==> src/rtl/pixel_sink_pkg.sv <==
// Shared types and helpers for the pixel stream sink: FSM states, coordinate type
// and framebuffer sizing.
package pixel_sink_pkg;

  typedef enum logic [1:0] {
    IDLE  = 2'd0,
    CLEAR = 2'd1,
    DRAW  = 2'd2,
    DONE  = 2'd3
  } state_t;

  typedef logic signed [31:0] coord_t;

  function automatic int fb_depth(input int width, input int height);
    return width * height;
  endfunction

endpackage

==> src/rtl/pixel_stream_sink_fb_addr_calc.sv <==
// Combinational clip check and linear address (y*WIDTH + x) for one coordinate beat.
module fb_addr_calc
  import pixel_sink_pkg::*;
#(
  parameter int WIDTH  = 16,
  parameter int HEIGHT = 12,
  parameter int ADDR_W = 8
) (
  input  logic signed [31:0] i_x,
  input  logic signed [31:0] i_y,
  output logic               o_in_bounds,
  output logic [ADDR_W-1:0]  o_addr
);

  localparam coord_t X_LIM = coord_t'(WIDTH);
  localparam coord_t Y_LIM = coord_t'(HEIGHT);
  localparam coord_t ZERO  = coord_t'(0);

  // Full signed compares so huge or negative coordinates never alias into range.
  assign o_in_bounds = (i_x >= ZERO) && (i_x < X_LIM) && (i_y >= ZERO) && (i_y < Y_LIM);
  assign o_addr      = ADDR_W'(i_y * X_LIM + i_x);

endmodule

==> src/rtl/pixel_stream_sink.sv <==
// Consumes generator (x, y) beats, clips them to the framebuffer and writes the draw
// colour through a one-entry stage; optionally clears the framebuffer first.
module pixel_stream_sink
  import pixel_sink_pkg::*;
#(
  parameter int                 WIDTH    = 16,
  parameter int                 HEIGHT   = 12,
  parameter int                 COLOR_W  = 8,
  parameter int                 ADDR_W   = $clog2(fb_depth(WIDTH, HEIGHT)),
  parameter int                 CLEAR_EN = 1,
  parameter logic [COLOR_W-1:0] BG_COLOR = '0
) (
  input  logic                i_clock,
  input  logic                i_reset,
  input  logic                i_start,
  input  logic [COLOR_W-1:0]  i_draw_color,
  input  logic                i_in_valid,
  output logic                o_in_ready,
  input  logic signed [31:0]  i_in_x,
  input  logic signed [31:0]  i_in_y,
  input  logic                i_in_last,
  output logic                o_mem_we,
  output logic [ADDR_W-1:0]   o_mem_addr,
  output logic [COLOR_W-1:0]  o_mem_wdata,
  input  logic                i_mem_ready,
  output logic [31:0]         o_pixels_written,
  output logic [31:0]         o_pixels_clipped,
  output logic                o_done
);

  localparam logic [ADDR_W-1:0] LAST_ADDR = ADDR_W'(fb_depth(WIDTH, HEIGHT) - 1);

  state_t             r_state;
  state_t             w_stateNext;
  logic [ADDR_W-1:0]  r_clearAddr;
  logic [ADDR_W-1:0]  r_sAddr;
  logic               r_sValid;
  logic               r_lastSeen;
  logic [COLOR_W-1:0] r_color;
  logic [31:0]        r_written;
  logic [31:0]        r_clipped;
  logic               w_inBounds;
  logic [ADDR_W-1:0]  w_addr;
  logic               w_fire;
  logic               w_wrDone;

  fb_addr_calc #(
    .WIDTH (WIDTH),
    .HEIGHT(HEIGHT),
    .ADDR_W(ADDR_W)
  ) u_addr_calc (
    .i_x        (i_in_x),
    .i_y        (i_in_y),
    .o_in_bounds(w_inBounds),
    .o_addr     (w_addr)
  );

  assign w_fire   = i_in_valid && o_in_ready;
  assign w_wrDone = o_mem_we && i_mem_ready;

  always_ff @(posedge i_clock) begin
    if (i_reset) r_state <= IDLE;
    else         r_state <= w_stateNext;
  end

  always_comb begin
    w_stateNext = r_state;
    if (i_start) begin
      w_stateNext = (CLEAR_EN != 0) ? CLEAR : DRAW;
    end else begin
      case (r_state)
        CLEAR:   if (i_mem_ready && (r_clearAddr == LAST_ADDR)) w_stateNext = DRAW;
        DRAW:    if (r_lastSeen && !r_sValid && !w_fire) w_stateNext = DONE;
        default: w_stateNext = r_state;
      endcase
    end
  end

  always_comb begin
    o_in_ready  = 1'b0;
    o_mem_we    = 1'b0;
    o_mem_addr  = '0;
    o_mem_wdata = '0;
    o_done      = 1'b0;
    case (r_state)
      CLEAR: begin
        o_mem_we    = 1'b1;
        o_mem_addr  = r_clearAddr;
        o_mem_wdata = BG_COLOR;
      end
      DRAW: begin
        // A new beat may load in the same cycle the staged write is accepted.
        o_in_ready  = !r_sValid || i_mem_ready;
        o_mem_we    = r_sValid;
        o_mem_addr  = r_sAddr;
        o_mem_wdata = r_color;
      end
      DONE:    o_done = 1'b1;
      default: o_done = 1'b0;
    endcase
  end

  always_ff @(posedge i_clock) begin
    if (i_reset) begin
      r_clearAddr <= '0;
      r_sAddr     <= '0;
      r_sValid    <= 1'b0;
      r_lastSeen  <= 1'b0;
      r_color     <= '0;
      r_written   <= '0;
      r_clipped   <= '0;
    end else if (i_start) begin
      r_clearAddr <= '0;
      r_sValid    <= 1'b0;
      r_lastSeen  <= 1'b0;
      r_color     <= i_draw_color;
      r_written   <= '0;
      r_clipped   <= '0;
    end else begin
      case (r_state)
        CLEAR: begin
          if (i_in_last) r_lastSeen <= 1'b1;
          if (i_mem_ready) r_clearAddr <= (r_clearAddr == LAST_ADDR) ? '0 : r_clearAddr + 1'b1;
        end
        DRAW: begin
          if (i_in_last) r_lastSeen <= 1'b1;
          if (w_fire && w_inBounds) begin
            r_sValid <= 1'b1;
            r_sAddr  <= w_addr;
          end else if (w_wrDone) begin
            r_sValid <= 1'b0;
          end
          if (w_fire && !w_inBounds) r_clipped <= r_clipped + 32'd1;
          if (w_wrDone) r_written <= r_written + 32'd1;
        end
        default: r_lastSeen <= r_lastSeen;
      endcase
    end
  end

  assign o_pixels_written = r_written;
  assign o_pixels_clipped = r_clipped;

endmodule

==> config.mk <==
export PLATFORM = sky130hd
export DESIGN_NAME = pixel_stream_sink
export DESIGN_NICKNAME = d
export VERILOG_FILES = /design/src/rtl/pixel_sink_pkg.sv /design/src/rtl/pixel_stream_sink_fb_addr_calc.sv /design/src/rtl/pixel_stream_sink.sv
export SDC_FILE = /design/constraint.sdc
export NUM_CORES = 1
export LEC_CHECK = 0
export CAP_MARGIN = 10
export CELL_PAD_IN_SITES_DETAIL_PLACEMENT = 2
export CELL_PAD_IN_SITES_GLOBAL_PLACEMENT = 2
export CORE_ASPECT_RATIO = 1.25
export CORE_MARGIN = 4
export CORE_UTILIZATION = 26
export DETAILED_ROUTE_END_ITERATION = 6
export HOLD_SLACK_MARGIN = 0.02
export PLACE_DENSITY = 0.91
export SLEW_MARGIN = 5
export SYNTH_ARGS = -nofsm -noshare
export SYNTH_HDL_FRONTEND = slang
export SYNTH_SLANG_ARGS = --single-unit
export TNS_END_PERCENT = 1
==> constraint.sdc <==
create_clock -name i_clock -period 2.43 [get_ports i_clock]
set_input_delay 0.486 -clock i_clock [delete_from_list [all_inputs] [get_ports i_clock]]
set_output_delay 0.486 -clock i_clock [all_outputs]
set_load 0.1 [all_outputs]
==> out/results.ini <==
[outcome]
result_of_the_run=finished, final reports clean

[setup_path]
worst_r2r_startpoint=o_pixels_clipped[7]$_SDFFE_PP0P_
max_fo_critical_path=11
worstSetupEndpointType=flop
r2r_end=o_pixels_clipped[18]$_SDFFE_PP0P_
required_ns=2.66
rr_worst_depth=5
r2r_setup_slack_ns=0.15
criticalPathCategory=in2reg
critPathLaunchType=primary input
critical_path_arrival_ns=2.64

[sta]
finalClockSkew_ns=0.0108
finalSetupViolations=0
finalWorstPathRequiredPeriod_ns=2.40
maxSlewHeadroom=0.531
timing.final.crit_share=0.989
worst_slew_pin_slew_ns=0.699
timing.final.hold_violations=0
maxClockFrequency_mhz=416
hold_slack_ns=0.481
rsz0062_at_grt=yes
report.final.slew_viol_count=0

[yosys]
post_synth_top_area_share=0.397
synth.largest_area_cell=dfxtp_1
synth-main-ff-cell=dfxtp_1
synth-edff-count=0
synthTopCellsByArea=dfxtp_1 (40%), a21oi_1 (6.3%), o31ai_1 (4.4%), nor2_1 (4.1%), or4_1 (4.0%)
post_synthesis_cells=554
postSynthAreaPerCell_um2=8.38
yosys.cell_types.count=48
mappedNetlistNets=642
synth_seq_cells=92
mappedNetlistArea_mm2=0.00464
yosys_warnings=0
postSynth.asyncResetShare=0
synth_seq_area_share=0.397

[route]
ant_nets=0
drt_iter0_drc=241
firstDrtPassIters=4
detail_route.vias_per_cell=5.27
detail_route.drc_violations=0
vias=5066
wl_per_cell_um=19.3
drt_wl_total_mm=18.6

[clock_network]
clk_transition_reported_paths_ns=0.07
tritoncts=done
holdBufCountCts=0
clockRootBuffer=clkbuf_16
cts.sink_count=92
clk_path_buf_depth=2
htree_levels=3
clk-insertion-delay-late_ns=0.35
cts_buffers=9

[die]
die_h_um=157
rows=54
start_util=0.265
design.die.area_mm2=0.0201
ios=161
core_region_area_mm2=0.0175
chip_width_um=128

[hold_path]
hold_path.startpoint=r_lastSeen$_SDFFE_PP0P_
worstHoldEndpoint=r_lastSeen$_SDFFE_PP0P_
count_of_cells_along_the_worst_hold_path=2
worst_hold_path_type=reg2reg

[pwr]
power.switching_mw=0.802
power.ir.vdd_worst_uv=322
power.clock.fraction=0.451
power_density_mw_per_mm2=472
power.combinational.fraction=0.095
internal_power_mw=2.56
cell_leakage_power_nw=2.55
switching_fraction=0.239
share_seq_of_total_power=0.454

[flow_run]
max_cap_viol_count=0

[global_routing]
global_route_wire_length_before_repair_mm=30.0
antenna_found_initial=0
grt_overflow=0
grt_start_max_net_pins=69
grt_use_total=0.185
first_global_vias=5858

[final_layout]
final_nets=821
antenna_cells=0
sequential_cell_area_mm2=0.00184
num-fill-cells=1917
multiInputGateArea_mm2=0.00265
drive_above_1_share=0.218
syn2layout_area_growth_pct=53.2
stdcell_count=962

[place]
weighted_congestion_reported_at_the_end_of_routability_driven_placement=0.795
placed_cells_incl_taps=945
place_hpwl_mm=14.4
buffer_ports.inserted=160

[worst max-delay path, stage by stage]
cell and delay (ns):
clkdlybuf4s50_1 0.45, nor4_2 0.29, buf_4 0.15, nand4_1 0.15
or4_1 0.57, buf_4 0.20, o21ai_0 0.21, a21oi_1 0.12
[synthesized netlist by cell type, drive strengths merged (9+ instances only)]
| cell type | number |
|---|---|
| a21oi | 58 |
| and2 | 12 |
| and3 | 9 |
| buf | 14 |
| clkbuf | 21 |
| dfxtp | 92 |
| ha | 9 |
| inv | 15 |
| nand2 | 30 |
| nand3 | 33 |
| nand4 | 26 |
| nor2 | 51 |
| nor4 | 19 |
| o21ai | 23 |
| o31ai | 27 |
| or3 | 13 |
| or4 | 26 |
| xnor2 | 11 |
| xor2 | 19 |
[power groups by stage]
| stage | sequential (mW) | combinational [mW] | clock, mW |
|---|---|---|---|
| 2_1_floorplan | 1.56 | 0.116 | 0 |
| 3_5_place_dp | 1.56 | 0.316 | 0 |
| 4_1_cts | 1.53 | 0.321 | 1.54 |
| 6_report | 1.53 | 0.319 | 1.51 |
| 3_3_place_gp | 1.56 | 0.302 | 0 |
| 5_1_grt | 1.53 | 0.344 | 1.62 |
[layer usage]
metal,global-route usage,vias to the layer above,part of all wire
met5,0,-,0
met4,0.0664,0,0.021
met3,0.0370,21,0.054
met2,0.359,146,0.55
met1,0.195,2502,0.38
li1,-,2397,-
[registers in the layout, indices dropped and copies added (netlist names)]
name and cells:
o_pixels_clipped 32, r_sAddr 8, r_state 2, r_color 8, r_lastSeen 1, r_sValid 1
o_pixels_written 32, r_clearAddr 8
[per-stage QoR]
| stage | instance area, µm² | worst slack [ns] | power [mW] | utilization | TNS (ns) |
|---|---|---|---|---|---|
| floorplan | 4650 | -0.450 | 1.67 | - | -8.61 |
| global placement | 6750 | -0.265 | 1.86 | 0.386 | -7.82 |
| detailed placement | 6750 | -0.463 | 1.88 | 0.386 | -14.89 |
| CTS | 7080 | 0.0139 | 3.39 | 0.404 | 0 |
| global route | 7110 | -0.0733 | 3.49 | 0.407 | -0.292 |
| finish | 7110 | 0.0279 | 3.36 | 0.407 | 0 |
[layout make-up]
cell class              count  share of cell area
well taps                 224              0.0394
inverters                  15             0.00791
clock buffers              12              0.0361
multi-input cells         412               0.373
repair buffers            203               0.277
flip-flops and latches     92               0.259
clock inverters             4             0.00774
[cell usage in the layout, fill, tap and decap left out, types with 2 or more instances in the layout]
cell | synthesis | layout
a21oi_1 | 58 | 58
a22oi_1 | 8 | 8
a311oi_1 | 2 | 2
and2_1 | 12 | 12
and3_1 | 9 | 9
and4_1 | 4 | 4
buf_12 | 0 | 20
buf_4 | 0 | 105
clkbuf_16 | 0 | 9
clkbuf_8 | 0 | 2
clkdlybuf4s50_1 | 0 | 77
dfxtp_1 | 92 | 92
ha_1 | 9 | 8
inv_1 | 15 | 15
inv_6 | 0 | 2
mux2i_1 | 8 | 8
nand2_1 | 30 | 30
nand2b_1 | 2 | 2
nand3_1 | 32 | 31
nand3_2 | 1 | 2
nand3b_1 | 2 | 2
nand4_1 | 25 | 25
nand4b_1 | 2 | 2
nor2_1 | 51 | 49
nor2_2 | 0 | 2
nor3_1 | 5 | 5
nor4_1 | 16 | 12
nor4_2 | 1 | 3
nor4_4 | 2 | 4
o21ai_0 | 23 | 22
o31ai_1 | 27 | 27
or3_1 | 12 | 12
or4_1 | 25 | 25
xnor2_1 | 11 | 11
xor2_1 | 19 | 19
[logic make-up after synthesis]
group / count (synthesis) / share of synthesized area
muxes: 8 / 0.0172
DFF: 92 / 0.397
and+or+nand+nor: 238 / 0.294
xor gates and xnor gates: 30 / 0.0566
buffers and inverters: 50 / 0.0439
AOI/OAI and AO/OA: 126 / 0.163
adders and majority gates: 10 / 0.0286
[worst max-delay path by stage]
stage / startpoint / endpoint / slack (ns) / cells after the start
3_5_place_dp: i_in_x[7] / r_sAddr[3]$_SDFFE_PP0P_ / -0.46 / 9
4_1_cts: i_in_x[7] / r_sAddr[3]$_SDFFE_PP0P_ / 0.01 / 9
2_1_floorplan: r_state[0]$_SDFFE_PP0P_ / o_mem_addr[0] / -0.45 / 5
6_report: i_in_y[22] / r_sAddr[3]$_SDFFE_PP0P_ / 0.03 / 8
3_3_place_gp: i_in_x[7] / r_sAddr[6]$_SDFFE_PP0P_ / -0.26 / 9
5_1_grt: i_in_x[5] / r_sAddr[3]$_SDFFE_PP0P_ / -0.07 / 7
[what timing repair did]
item	4_1_cts	5_1_grt
endpoints found under the setup margin	12	9
cloned	0	0
gates resized for setup	4	6
pin swaps	0	1
buffers inserted	0	1
Power figures use the tool's default switching activity.
